**src/rtl/corevx_tlb_if.sv**
```systemverilog
// Request/response and PTW-resolve signal bundle for corevx_tlb.
// The slave modport is the TLB's view; the master modport drives requests and plays the PTW.
interface corevx_tlb_if;
    logic        req_valid;
    logic [19:0] req_vpn;
    logic        req_ready;
    logic        rsp_valid;
    logic        rsp_hit;
    logic [21:0] rsp_physical_address;
    logic [7:0]  rsp_access_bits;
    logic        rsp_pagefault;
    logic        rsp_accessfault;
    logic        invalidate;
    logic        resolve_request;
    logic [31:0] resolve_virtual_address;
    logic        resolve_done;
    logic        resolve_pagefault;
    logic        resolve_accessfault;
    logic [7:0]  resolve_access_bits;
    logic [21:0] resolve_physical_address;

    modport slave (
        input  req_valid, req_vpn, invalidate,
        input  resolve_done, resolve_pagefault, resolve_accessfault,
        input  resolve_access_bits, resolve_physical_address,
        output req_ready, rsp_valid, rsp_hit, rsp_physical_address, rsp_access_bits,
        output rsp_pagefault, rsp_accessfault, resolve_request, resolve_virtual_address
    );

    modport master (
        output req_valid, req_vpn, invalidate,
        output resolve_done, resolve_pagefault, resolve_accessfault,
        output resolve_access_bits, resolve_physical_address,
        input  req_ready, rsp_valid, rsp_hit, rsp_physical_address, rsp_access_bits,
        input  rsp_pagefault, rsp_accessfault, resolve_request, resolve_virtual_address
    );
endinterface

```
**src/rtl/corevx_tlb.sv**
```systemverilog
// Fully associative TLB in front of corevx_ptw: one translation in flight, round-robin fill,
// faults are returned but never cached.
module corevx_tlb #(
    parameter int unsigned ENTRIES_W = 3
) (
    input logic         clk,
    input logic         rst,
    corevx_tlb_if.slave bus
);

    localparam int unsigned Entries = 1 << ENTRIES_W;

    typedef enum logic [1:0] {StIdle, StLookup, StWalk, StResp} state_e;

    state_e               state_q;
    logic [19:0]          vpn_q;
    logic [Entries-1:0]   valid_q;
    logic [19:0]          tag_q  [Entries];
    logic [21:0]          ppn_q  [Entries];
    logic [7:0]           bits_q [Entries];
    logic [ENTRIES_W-1:0] victim_q;
    logic                 flush_q;

    logic        req_ready_q;
    logic        rsp_valid_q;
    logic        rsp_hit_q;
    logic [21:0] rsp_pa_q;
    logic [7:0]  rsp_bits_q;
    logic        rsp_pf_q;
    logic        rsp_af_q;
    logic        resolve_req_q;
    logic [31:0] resolve_va_q;

    logic                 hit;
    logic [ENTRIES_W-1:0] hit_idx;
    logic                 fill_ok;

    // Fills only happen after a miss, so at most one entry can match.
    always_comb begin
        hit     = 1'b0;
        hit_idx = '0;
        for (int i = 0; i < Entries; i++) begin
            if (valid_q[i] && (tag_q[i] == vpn_q)) begin
                hit     = 1'b1;
                hit_idx = ENTRIES_W'(i);
            end
        end
    end

    assign fill_ok = !bus.resolve_pagefault && !bus.resolve_accessfault &&
                     !flush_q && !bus.invalidate;

    always_ff @(posedge clk or posedge rst) begin
        if (rst) begin
            state_q       <= StIdle;
            vpn_q         <= '0;
            valid_q       <= '0;
            victim_q      <= '0;
            flush_q       <= 1'b0;
            req_ready_q   <= 1'b1;
            rsp_valid_q   <= 1'b0;
            rsp_hit_q     <= 1'b0;
            rsp_pa_q      <= '0;
            rsp_bits_q    <= '0;
            rsp_pf_q      <= 1'b0;
            rsp_af_q      <= 1'b0;
            resolve_req_q <= 1'b0;
            resolve_va_q  <= '0;
            for (int i = 0; i < Entries; i++) begin
                tag_q[i]  <= '0;
                ppn_q[i]  <= '0;
                bits_q[i] <= '0;
            end
        end else begin
            case (state_q)
                StIdle: begin
                    if (bus.req_valid) begin
                        vpn_q       <= bus.req_vpn;
                        req_ready_q <= 1'b0;
                        state_q     <= StLookup;
                    end
                end
                StLookup: begin
                    // A flush landing on the lookup cycle forces a walk.
                    if (hit && !bus.invalidate) begin
                        rsp_hit_q   <= 1'b1;
                        rsp_pa_q    <= ppn_q[hit_idx];
                        rsp_bits_q  <= bits_q[hit_idx];
                        rsp_pf_q    <= 1'b0;
                        rsp_af_q    <= 1'b0;
                        rsp_valid_q <= 1'b1;
                        state_q     <= StResp;
                    end else begin
                        resolve_req_q <= 1'b1;
                        resolve_va_q  <= {vpn_q, 12'h000};
                        state_q       <= StWalk;
                    end
                end
                StWalk: begin
                    if (bus.invalidate) begin
                        flush_q <= 1'b1;
                    end
                    if (bus.resolve_done) begin
                        resolve_req_q <= 1'b0;
                        rsp_hit_q     <= 1'b0;
                        rsp_pa_q      <= bus.resolve_physical_address;
                        rsp_bits_q    <= bus.resolve_access_bits;
                        rsp_pf_q      <= bus.resolve_pagefault;
                        rsp_af_q      <= bus.resolve_accessfault;
                        rsp_valid_q   <= 1'b1;
                        state_q       <= StResp;
                        if (fill_ok) begin
                            valid_q[victim_q] <= 1'b1;
                            tag_q[victim_q]   <= vpn_q;
                            ppn_q[victim_q]   <= bus.resolve_physical_address;
                            bits_q[victim_q]  <= bus.resolve_access_bits;
                            victim_q          <= victim_q + 1'b1;
                        end
                    end
                end
                StResp: begin
                    rsp_valid_q <= 1'b0;
                    flush_q     <= 1'b0;
                    req_ready_q <= 1'b1;
                    state_q     <= StIdle;
                end
                default: state_q <= StIdle;
            endcase
            if (bus.invalidate) begin
                valid_q <= '0;
            end
        end
    end

    assign bus.req_ready               = req_ready_q;
    assign bus.rsp_valid               = rsp_valid_q;
    assign bus.rsp_hit                 = rsp_hit_q;
    assign bus.rsp_physical_address    = rsp_pa_q;
    assign bus.rsp_access_bits         = rsp_bits_q;
    assign bus.rsp_pagefault           = rsp_pf_q;
    assign bus.rsp_accessfault         = rsp_af_q;
    assign bus.resolve_request         = resolve_req_q;
    assign bus.resolve_virtual_address = resolve_va_q;

endmodule

```
**src/flat_wrapper.sv**
```systemverilog
// flat-port wrapper written by rule: the top's interface ports become plain ports
module corevx_tlb_flat 
#(
    parameter int unsigned ENTRIES_W = 3
)
  (clk, rst, bus_req_valid, bus_req_vpn, bus_invalidate, bus_resolve_done, bus_resolve_pagefault, bus_resolve_accessfault, bus_resolve_access_bits, bus_resolve_physical_address, bus_req_ready, bus_rsp_valid, bus_rsp_hit, bus_rsp_physical_address, bus_rsp_access_bits, bus_rsp_pagefault, bus_rsp_accessfault, bus_resolve_request, bus_resolve_virtual_address);
  corevx_tlb_if bus_i ();
  input logic clk;
  input logic rst;
  input wire logic [$bits(bus_i.req_valid)-1:0] bus_req_valid;
  input wire logic [$bits(bus_i.req_vpn)-1:0] bus_req_vpn;
  input wire logic [$bits(bus_i.invalidate)-1:0] bus_invalidate;
  input wire logic [$bits(bus_i.resolve_done)-1:0] bus_resolve_done;
  input wire logic [$bits(bus_i.resolve_pagefault)-1:0] bus_resolve_pagefault;
  input wire logic [$bits(bus_i.resolve_accessfault)-1:0] bus_resolve_accessfault;
  input wire logic [$bits(bus_i.resolve_access_bits)-1:0] bus_resolve_access_bits;
  input wire logic [$bits(bus_i.resolve_physical_address)-1:0] bus_resolve_physical_address;
  output wire logic [$bits(bus_i.req_ready)-1:0] bus_req_ready;
  output wire logic [$bits(bus_i.rsp_valid)-1:0] bus_rsp_valid;
  output wire logic [$bits(bus_i.rsp_hit)-1:0] bus_rsp_hit;
  output wire logic [$bits(bus_i.rsp_physical_address)-1:0] bus_rsp_physical_address;
  output wire logic [$bits(bus_i.rsp_access_bits)-1:0] bus_rsp_access_bits;
  output wire logic [$bits(bus_i.rsp_pagefault)-1:0] bus_rsp_pagefault;
  output wire logic [$bits(bus_i.rsp_accessfault)-1:0] bus_rsp_accessfault;
  output wire logic [$bits(bus_i.resolve_request)-1:0] bus_resolve_request;
  output wire logic [$bits(bus_i.resolve_virtual_address)-1:0] bus_resolve_virtual_address;
  assign bus_i.req_valid = bus_req_valid;
  assign bus_i.req_vpn = bus_req_vpn;
  assign bus_i.invalidate = bus_invalidate;
  assign bus_i.resolve_done = bus_resolve_done;
  assign bus_i.resolve_pagefault = bus_resolve_pagefault;
  assign bus_i.resolve_accessfault = bus_resolve_accessfault;
  assign bus_i.resolve_access_bits = bus_resolve_access_bits;
  assign bus_i.resolve_physical_address = bus_resolve_physical_address;
  assign bus_req_ready = bus_i.req_ready;
  assign bus_rsp_valid = bus_i.rsp_valid;
  assign bus_rsp_hit = bus_i.rsp_hit;
  assign bus_rsp_physical_address = bus_i.rsp_physical_address;
  assign bus_rsp_access_bits = bus_i.rsp_access_bits;
  assign bus_rsp_pagefault = bus_i.rsp_pagefault;
  assign bus_rsp_accessfault = bus_i.rsp_accessfault;
  assign bus_resolve_request = bus_i.resolve_request;
  assign bus_resolve_virtual_address = bus_i.resolve_virtual_address;
  corevx_tlb #(.ENTRIES_W(ENTRIES_W)) u_core (.clk(clk), .rst(rst), .bus(bus_i));
endmodule
```
**config.mk**
```make
export PLATFORM = sky130hd
export DESIGN_NAME = corevx_tlb_flat
export DESIGN_NICKNAME = d
export VERILOG_FILES = /design/src/rtl/corevx_tlb_if.sv /design/src/rtl/corevx_tlb.sv /design/src/flat_wrapper.sv
export SDC_FILE = /design/constraint.sdc
export NUM_CORES = 1
export LEC_CHECK = 0
export CAP_MARGIN = 20
export CORE_ASPECT_RATIO = 1.2
export CORE_MARGIN = 5
export CORE_UTILIZATION = 56
export DETAILED_ROUTE_END_ITERATION = 7
export GPL_ROUTABILITY_DRIVEN = 0
export GPL_TIMING_DRIVEN = 0
export PLACE_DENSITY = 0.72
export SLEW_MARGIN = 15
export SYNTH_ARGS = -nofsm -noshare
export SYNTH_HDL_FRONTEND = slang
export SYNTH_SLANG_ARGS = --single-unit
```
**constraint.sdc**
```tcl
create_clock -name clk -period 18.44 [get_ports clk]
set_clock_uncertainty 0.1 [all_clocks]
set_input_delay 1.844 -clock clk [delete_from_list [all_inputs] [get_ports clk]]
set_output_delay 1.844 -clock clk [all_outputs]
set_load 0.05 [all_outputs]
```
[Word-level counts from Yosys, hierarchy flattened]
Cells that the tools add are included.
Operators by class
  add/sub/neg operators: 1
  $lt $le $gt $ge: 5
  eq/ne operators: 16
  multiplexer cells: 62
  bitwise operators: 4
  reductions and logical operators: 36
Operators with widths (count)
  bitwise mux 176 bit: 1
  bitwise mux 160 bit: 1
  equality test 20 bit: 8
  two-way mux 22 bit: 5
  two-way mux 8 bit: 9
  binary-select mux 22 bit (select 3 bit): 1
  demux 22 bit (select 3 bit): 1
  bitwise mux 64 bit: 1
  demux 20 bit (select 3 bit): 1
  one-hot mux 22 bit (2 select lines): 1
  binary-select mux 8 bit (select 3 bit): 1
  demux 8 bit (select 3 bit): 1
  two-way mux 1 bit: 20
  two-way mux 20 bit: 1
  one-hot mux 8 bit (2 select lines): 1
  AND reduction 3 bit: 5
  logical AND 1 bit: 14
  two-way mux 3 bit: 4
  one-hot mux 1 bit (2 select lines): 6
  nonzero test 2 bit: 6
  AND reduction 2 bit: 5
  greater-or-equal comparator 4 bit (second input constant): 2
  two-way mux 2 bit: 4
  inequality test 2 bit (second input constant): 4
  16 further kinds: 21
Word-level totals
  bits in registers: 490
  bits of input ports: 57
  output and inout bits: 68
  logic and storage cells: 162

[Depth between registers and ports, before layout]
Gate-level depths: netlist of run 1.
  depth in word-level cells: 15
  gate-level depth with buffers: 13
  mapped depth without buffers: 9

[Worst setup path after synthesis of run 1]
OpenSTA, ideal clock, no wires.
  path type: input-to-reg
  start point: in bus_resolve_done
  end point: reg u_core.bits_q[40] in the netlist's numbering
  setup time: 0.125 ns
  arrival time: 3.690 ns
  data required time: 18.215 ns
  path slack: 14.525 ns
  cell stages on the path: 8
  buffers on the path: 2
  path through: inv_1 -> nor2_1 -> and3_1 -> nand2b_1 -> clkbuf_1 -> nor3b_1 -> clkbuf_1 -> mux2_2
On the way
  word-level cells in the longest chain between the ends: 1
RTL lines
  start: declaration: RTL line flat_wrapper.sv:13  | input wire logic [$bits(bus_i.resolve_done)-1:0] bus_resolve_done;
  AND reduction 3 bit (no line)
  end signal: indexed assignment: RTL line corevx_tlb.sv:116  | bits_q[victim_q] <= bus.resolve_access_bits;
  end: declaration: RTL line corevx_tlb.sv:20  | logic [7:0] bits_q [Entries];
No other way between the ends.
A chain may end at the register's enable or synchronous reset.

[Worst setup path in the final report of run 1]
  start point: in bus_resolve_done
  end point: reg u_core.ppn_q[171] in the netlist's numbering
On the way
  word-level cells in the longest chain between the ends: 1
RTL lines
  AND reduction 3 bit (no line)
  end signal: indexed assignment: RTL line corevx_tlb.sv:115  | ppn_q[victim_q] <= bus.resolve_physical_address;
  end: declaration: RTL line corevx_tlb.sv:19  | logic [21:0] ppn_q [Entries];
No other way between the ends.

==> results of run 1 <==
[state kept, by name, indices dropped and copies added (netlist names)]
signal and count:
u_core.tag_q 160, u_core.bus.req_ready 1, u_core.victim_q 3, u_core.state_q 2
u_core.bus.rsp_valid 1, u_core.bus.rsp_accessfault 1, u_core.bus.rsp_pagefault 1, u_core.bus.rsp_physical_address 22
u_core.ppn_q 176, u_core.valid_q 8, u_core.flush_q 1, u_core.vpn_q 20
u_core.bits_q 64, u_core.bus.resolve_request 1, u_core.bus.rsp_hit 1, u_core.bus.resolve_virtual_address 20
u_core.bus.rsp_access_bits 8
[placed cells by master, fill, tap and decap left out, types with 5 or more instances in the layout]
cell / n
a211o_1: 21
a211oi_1: 36
a21oi_1: 18
a2bb2oi_1: 23
buf_1: 7
buf_2: 34
buf_4: 15
buf_6: 5
bufinv_16: 5
clkbuf_1: 101
clkbuf_16: 53
clkbuf_8: 13
clkdlybuf4s50_1: 112
conb_1: 12
dfrtp_1: 489
ha_1: 6
inv_1: 11
mux2_2: 441
mux2i_1: 5
nand2_1: 52
nand3_1: 20
nand4_1: 28
nand4b_1: 7
nor2_1: 50
nor2b_1: 57
nor3_1: 10
nor4_1: 28
nor4b_1: 6
o21ai_0: 24
o221ai_1: 28
o22a_1: 14
o22ai_1: 23
o31ai_1: 21
o31ai_2: 7
or4_1: 5
xnor2_1: 81
xor2_1: 82
[critical path, stage by stage]
cell	delay, ns
clkdlybuf4s50_1	0.57
inv_1	0.11
nor2_1	0.30
and3_1	0.27
nand2b_1	0.08
clkbuf_1	0.15
nor3_1	0.84
clkbuf_1	0.83
mux2_2	0.42
[cell families after synthesis]
group	count (synthesis)
xor gates and xnor gates	163
and+or+nand+nor	295
buffers and inverters	161
other	1
DFF	490
adders and majority gates	6
muxes	446
AOI/OAI and AO/OA	242
[area by class of cell]
class	instances	share of cell area
clock inverter	9	0.00647
multi-input combinational	1164	0.376
timing repair buffer	117	0.0463
clock buffer	79	0.0582
tap	539	0.0253
buffer	148	0.0259
sequential	490	0.459
inverter	13	0.00211
[power by group through the flow]
stage | Clock [mW] | Combinational (mW) | Sequential (mW)
2_1_floorplan | 0 | 0.720 | 1.48
3_3_place_gp | 0 | 1.33 | 1.31
3_5_place_dp | 0 | 1.36 | 1.32
4_1_cts | 1.07 | 1.36 | 1.30
5_1_grt | 1.11 | 1.45 | 1.31
6_report | 1.06 | 1.37 | 1.30
[per-layer routing]
layer  vias to the layer above  wire [um]
li1                       6866          -
met1                      7927      24000
met2                       506      30700
met3                       200       3330
met4                         0       3990
met5                         -          0
[metrics by stage]
stage,hold WS [ns],setup slack [ns],cells,util,instance area [sq um]
2_1_floorplan,0.373,2.82,1815,-,23000
3_3_place_gp,0.360,-2.37,2466,0.610,24800
3_5_place_dp,0.365,12.86,2471,0.613,25000
4_1_cts,0.382,13.43,2559,0.655,26700
5_1_grt,0.395,13.26,2559,0.655,26700
6_report,0.376,13.38,2559,0.655,26700
[worst min-delay path by stage]
stage,end,slack [ns],depth (start not counted)
after floorplan,u_core.bits_q[40],0.37,1
after global placement,u_core.bus.rsp_physical_address[15],0.36,2
after detailed placement,u_core.bus.rsp_physical_address[14],0.37,2
after CTS,u_core.bus.rsp_physical_address[15],0.38,2
after global routing,u_core.bus.rsp_physical_address[15],0.40,2
final,u_core.bus.rsp_physical_address[19],0.38,2
==> metrics.md, run 1 <==
| Metric | Value |
|---|---|
| Outcome | finished, final reports clean |
| Diodes inserted | 0 |
| Multiplexer share of the synthesized area | 0.218 |
| Tightest Hold Check Type | reg2reg |
| Die Wd | 195 um |
| CP Data Required Time | approximately 19 ns |
| Boundary Pins | roughly 130 |
| DR vias/cell | between 6 and 7 |
| Slew @ Worst Pin | about 1.1 ns |
| CP Launch Type | input port |
| CTS resizes | 0 |
| Top cells by area, synth | dfrtp_1 53%, mux2_2 22%, xor2_1 3.1%, xnor2_1 3.1%, nor2b_1 1.5% |
| Initial antenna violation count | 0 |
| Met1 Use GR | 0.325 |
| Final ANT Viol Nets | 0 |
| Synth Warn # | 0 |
| Crit path arrival time | 5.41 ns |
| Post-synth EDFFs | 0 |
| Final Hold Viols | 0 |
| Core footprint | between 0.04 and 0.05 sq mm |
| RR Startpoint | u_core.state_q[0] |
| Pwr/cell area | 140 mW/mm^2 |
| Critical R2R Capture | u_core.ppn_q[171] |
| Die height | 232 um |
| GRT met3 Usage | 0.0488 |
| Switching Power | 1.38 mW |
| Router iterations before antenna repair | 5 |
| Sequential power share | 0.349 |
| Mapped Cells | approximately 1.8k |
| CP Launch Point | bus_resolve_done |
| Worst R2R Path Depth | 10 |
| Sequential cell area | between 0.01 and 0.015 sq mm |
| Share of cells above drive strength 1 | 0.295 |
| Fin crit share | 0.275 |
| Fillers | about 3.1k |
| Setup TNS Final | 0 ns |
| Static leakage | between 10 and 15 nW |
| Multi-input logic area | 0.0101 sq mm |
| DRT iter0 DRCs | a little under 1k |
| Post-synth top cells | 489 x dfrtp_1, 441 x mux2_2, 88 x clkbuf_1 |
| Setup bufs post-CTS | 0 |
| Simple-gate share of the synthesized area | 0.0708 |
| CTS H-Tree Depth | 2 |
| Syn Std Cell Area | roughly 0.023 sq mm |
| DIE AREA | roughly 0.045 sq mm |
| VDD IR max | 118 uV |
| Largest net degree at the start of global routing | approximately 110 |
| Gr busiest metal | met2 |
| Clock latency on the worst-skew pair | between 0.5 and 0.6 ns |
| Met2 Use GR | 0.469 |
| Crit path time final | 5.06 ns |
| Seq cells post-synth | between 400 and 500 |
| Synth area leader | dfrtp_1 |
| Post-synth top area share | 0.532 |
| XOR/XNOR share of the synthesized area | 0.0621 |
| CP Capture Type | flip-flop |
| Max Slew Vio Count | 0 |
| Critical path class | in2reg |
| Area Overhead vs Synth | 16.0% |
| Fmax | 0.198 GHz |
| Sw Ratio | 0.370 |
| Overall Power | between 3 and 4 mW |
| Core Rows | 81 |
| Count leader, synth | dfrtp_1 |
| CTS root buffer | clkbuf_16 |
| RSZ-0062 raised after global routing | false |
| Post-DP HPWL | between 40000 and 50000 um |
| Asr flop ratio synth | 1.00 |
| MaxCap Viol Count | 0 |
| CTS tree | built |
| Final net count | 2047 |
| # hold bufs at CTS | 0 |
| Worst-path clk slew | ~0.06 ns |
| Mean area per synthesized cell | between 10 and 15 sq um |
| Largest family of logic cells by synthesized area | multiplexers |
| Pint | 2.35 mW |
| Clock group share of total power | 0.284 |
| Initial Util | 0.565 |
| Vias | 15.5k |
| Register-to-register setup slack | ~14 ns |
| Synth Area in Compound Gates | 0.0806 |
| Wirelength per Cell | between 20 and 25 um |
| # DRC | 0 |
| Global Route Usage Sum | 0.273 |
| Synthesized-area fraction occupied by adder cells | 0.00326 |
| Port bufs | 112 |
| Final setup fails | 0 |
| Comb pwr share | 0.367 |
| Unique cell type count in the Yosys netlist | 63 |
| CTS max path bufs | 3 |
| Clock Sinks | between 400 and 500 |
| Total gr overflow | 0 |
| End point of the critical path | u_core.ppn_q[171] |
| Register area share after synthesis | 0.533 |
| Vias in the first global route | 16.5k |
| Ys flop type | dfrtp_1 |
| First-pass GRT wire length | approximately 96000 um |
| Worst slew margin | 0.273 |
| Max FO, Critical Path | 10 |
| Beginning of the worst hold path | u_core.bus.rsp_physical_address[19] |
| Final wirelength | 62100 um |
| Cts bufs inserted | 50 |
Note: power is estimated with default switching activity, not from simulation.
==> inputs of run 2 (changes only) <==
- clock period: 18.44 -> 5.08 ns (I/O delays scaled with it)
==> metrics.md, run 2 (synthesis results as in run 1) <==
| Metric | Value |
|---|---|
| GRT met3 Usage | 0.0472 (-0.00160) |
| CTS tree | built |
| CP Data Required Time | 5.42 ns (-13.37 ns) |
| Static leakage | 12.7 nW (+0.76%) |
| Total gr overflow | 0 (unchanged) |
| Worst slew margin | 0.276 (+0.00335) |
| Final net count | 2058 (+0.54%) |
| MaxCap Viol Count | 0 (unchanged) |
| Fmax | between 0.2 and 0.25 GHz |
| VDD IR max | 383 uV (+220%) |
| Area Overhead vs Synth | 16.9% |
| Setup bufs post-CTS | 0 (unchanged) |
| DR vias/cell | 6.10 (+0.75%) |
| Core Rows | 81 (unchanged) |
| Fin crit share | 0.844 |
| Post-DP HPWL | 45300 um (+2.0%) |
| Vias | 15.7k (+1.1%) |
| Boundary Pins | 125 (unchanged) |
| Router iterations before antenna repair | 5 (unchanged) |
| Final setup fails | 0 (unchanged) |
| CP Launch Type | flip-flop |
| Share of cells above drive strength 1 | 0.299 (+0.00461) |
| Critical path class | reg2reg |
| # hold bufs at CTS | 0 (unchanged) |
| Vias in the first global route | 16.7k (+0.74%) |
| Wirelength per Cell | 24.6 um (+1.4%) |
| Largest net degree at the start of global routing | 37 (-67%) |
| CTS H-Tree Depth | 2 (unchanged) |
| First-pass GRT wire length | 98200 um (+2.0%) |
| Diodes inserted | 0 (unchanged) |
| CTS resizes | 0 (unchanged) |
| Commonest non-fill, non-tap cells in the layout | 489 x dfrtp_1, 441 x mux2_2, 112 x clkdlybuf4s50_1 |
| Final wirelength | 63200 um (+1.8%) |
| Top flop regs | u_core.ppn_q (176), u_core.tag_q (160), u_core.bits_q (64) |
| Flip-flop count of the largest register after layout | 176 (unchanged) |
| DRT iter0 DRCs | 1028 (+6.3%) |
| Most common cell after layout, fill and taps aside | dfrtp_1 |
| Overall Power | 13.6 mW (+260%) |
| CTS max path bufs | 3 (unchanged) |
| Slew @ Worst Pin | 1.09 ns (+0.00331 ns) |
| Global Route Usage Sum | 0.279 (+0.00602) |
| Initial Util | 0.565 (unchanged) |
| Clock Sinks | 490 (unchanged) |
| Initial antenna violation count | 0 (unchanged) |
| CTS root buffer | clkbuf_16 |
| Top reg by flops | u_core.ppn_q |
| Core footprint | 0.0407 sq mm (unchanged) |
| Port bufs | 112 (unchanged) |
| Pwr/cell area | 504 mW/mm^2 (+260%) |
| Cts bufs inserted | 48 (-4.0%) |
| Max Slew Vio Count | 0 (unchanged) |
| Max FO, Critical Path | 10 (unchanged) |
| Crit path time final | approximately 4.3 ns |
| Final Hold Viols | 0 (unchanged) |
| CP Capture Type | flip-flop |
| Worst-path clk slew | 0.06 ns (about the same) |
| Met1 Use GR | 0.339 (+0.0137) |
| Met2 Use GR | 0.474 (+0.00478) |
| Crit path arrival time | 4.63 ns (-0.78 ns) |
| Hold_ws | 0.284 ns (-0.0919 ns) |
| Clock latency on the worst-skew pair | 0.57 ns (about the same) |
| # DRC | 0 (unchanged) |
| Final ANT Viol Nets | 0 (unchanged) |
| Die Wd | 195 um (unchanged) |
| RSZ-0062 raised after global routing | false |
| DIE AREA | 0.0453 sq mm (unchanged) |
| Outcome | finished, final reports clean |
| Die height | 232 um (unchanged) |
| Tightest Hold Check Type | in2async |
| Gr busiest metal | met2 |
## run 2: cell types whose count changed in the layout (fill, tap and decap cells not counted), sizes merged
cell,before,now
buf,65,78
clkbuf,167,159
bufinv,5,8
clkinv,4,6
inv,12,11
## run 2: power by group
part	internal, mW	switching [mW]
Clock	2.34	1.50
Combinational	1.76	3.24
Sequential	4.43	0.278
Total	8.54	5.02
## run 2: final timing paths
path | end | slack, ns | from | cells past startpoint
min reg2reg | u_core.bus.rsp_physical_address[18] | 0.38 | u_core.bus.rsp_physical_address[18] | 2
min | u_core.ppn_q[38] | 0.28 | rst | 2
min in group clk | u_core.bus.rsp_physical_address[18] | 0.38 | u_core.bus.rsp_physical_address[18] | 2
max | u_core.ppn_q[170] | 0.79 | u_core.state_q[0] | 10
max in group asynchronous | u_core.vpn_q[17] | 2.94 | rst | 8
max reg2reg | u_core.ppn_q[170] | 0.79 | u_core.state_q[0] | 10
## run 2: critical path: stages (launching register included)
cell	delay, ns
dfrtp_1	0.40
inv_1	0.16
ha_1	0.22
clkinv_1	0.24
nor2_1	0.47
and3_1	0.30
nand2b_1	0.08
clkbuf_1	0.15
nor3_1	0.74
clkbuf_1	0.87
mux2_2	0.42
## run 2: through the flow
step | utilization | instance area, sq um | instances | setup TNS [ns] | setup slack, ns
after detailed placement | 0.619 | 25200 | 2484 | 0 | 0.827
after floorplan | - | 23100 | 1815 | -1062.32 | -2.17
after global placement | 0.610 | 24800 | 2466 | -2479.55 | -5.13
after CTS | 0.660 | 26900 | 2568 | 0 | 0.896
after global routing | 0.660 | 26900 | 2568 | 0 | 0.664
final | 0.660 | 26900 | 2568 | 0 | 0.794
## run 2: final cells by class
type                       instances  area (sq um)
sequential                       490         12300
clock buffer                      71          1430
tap                              539           674
clock inverter                    13           265
multi-input combinational       1164         10100
fill                            3118         13800
timing repair buffer             130          1470
buffer                           148           691
inverter                          13          52.6
## run 2: layer usage
layer | vias to the layer above | part of all wire
met5 | - | 0
met3 | 202 | 0.055
met2 | 552 | 0.50
met1 | 8031 | 0.38
li1 | 6885 | -
met4 | 0 | 0.064
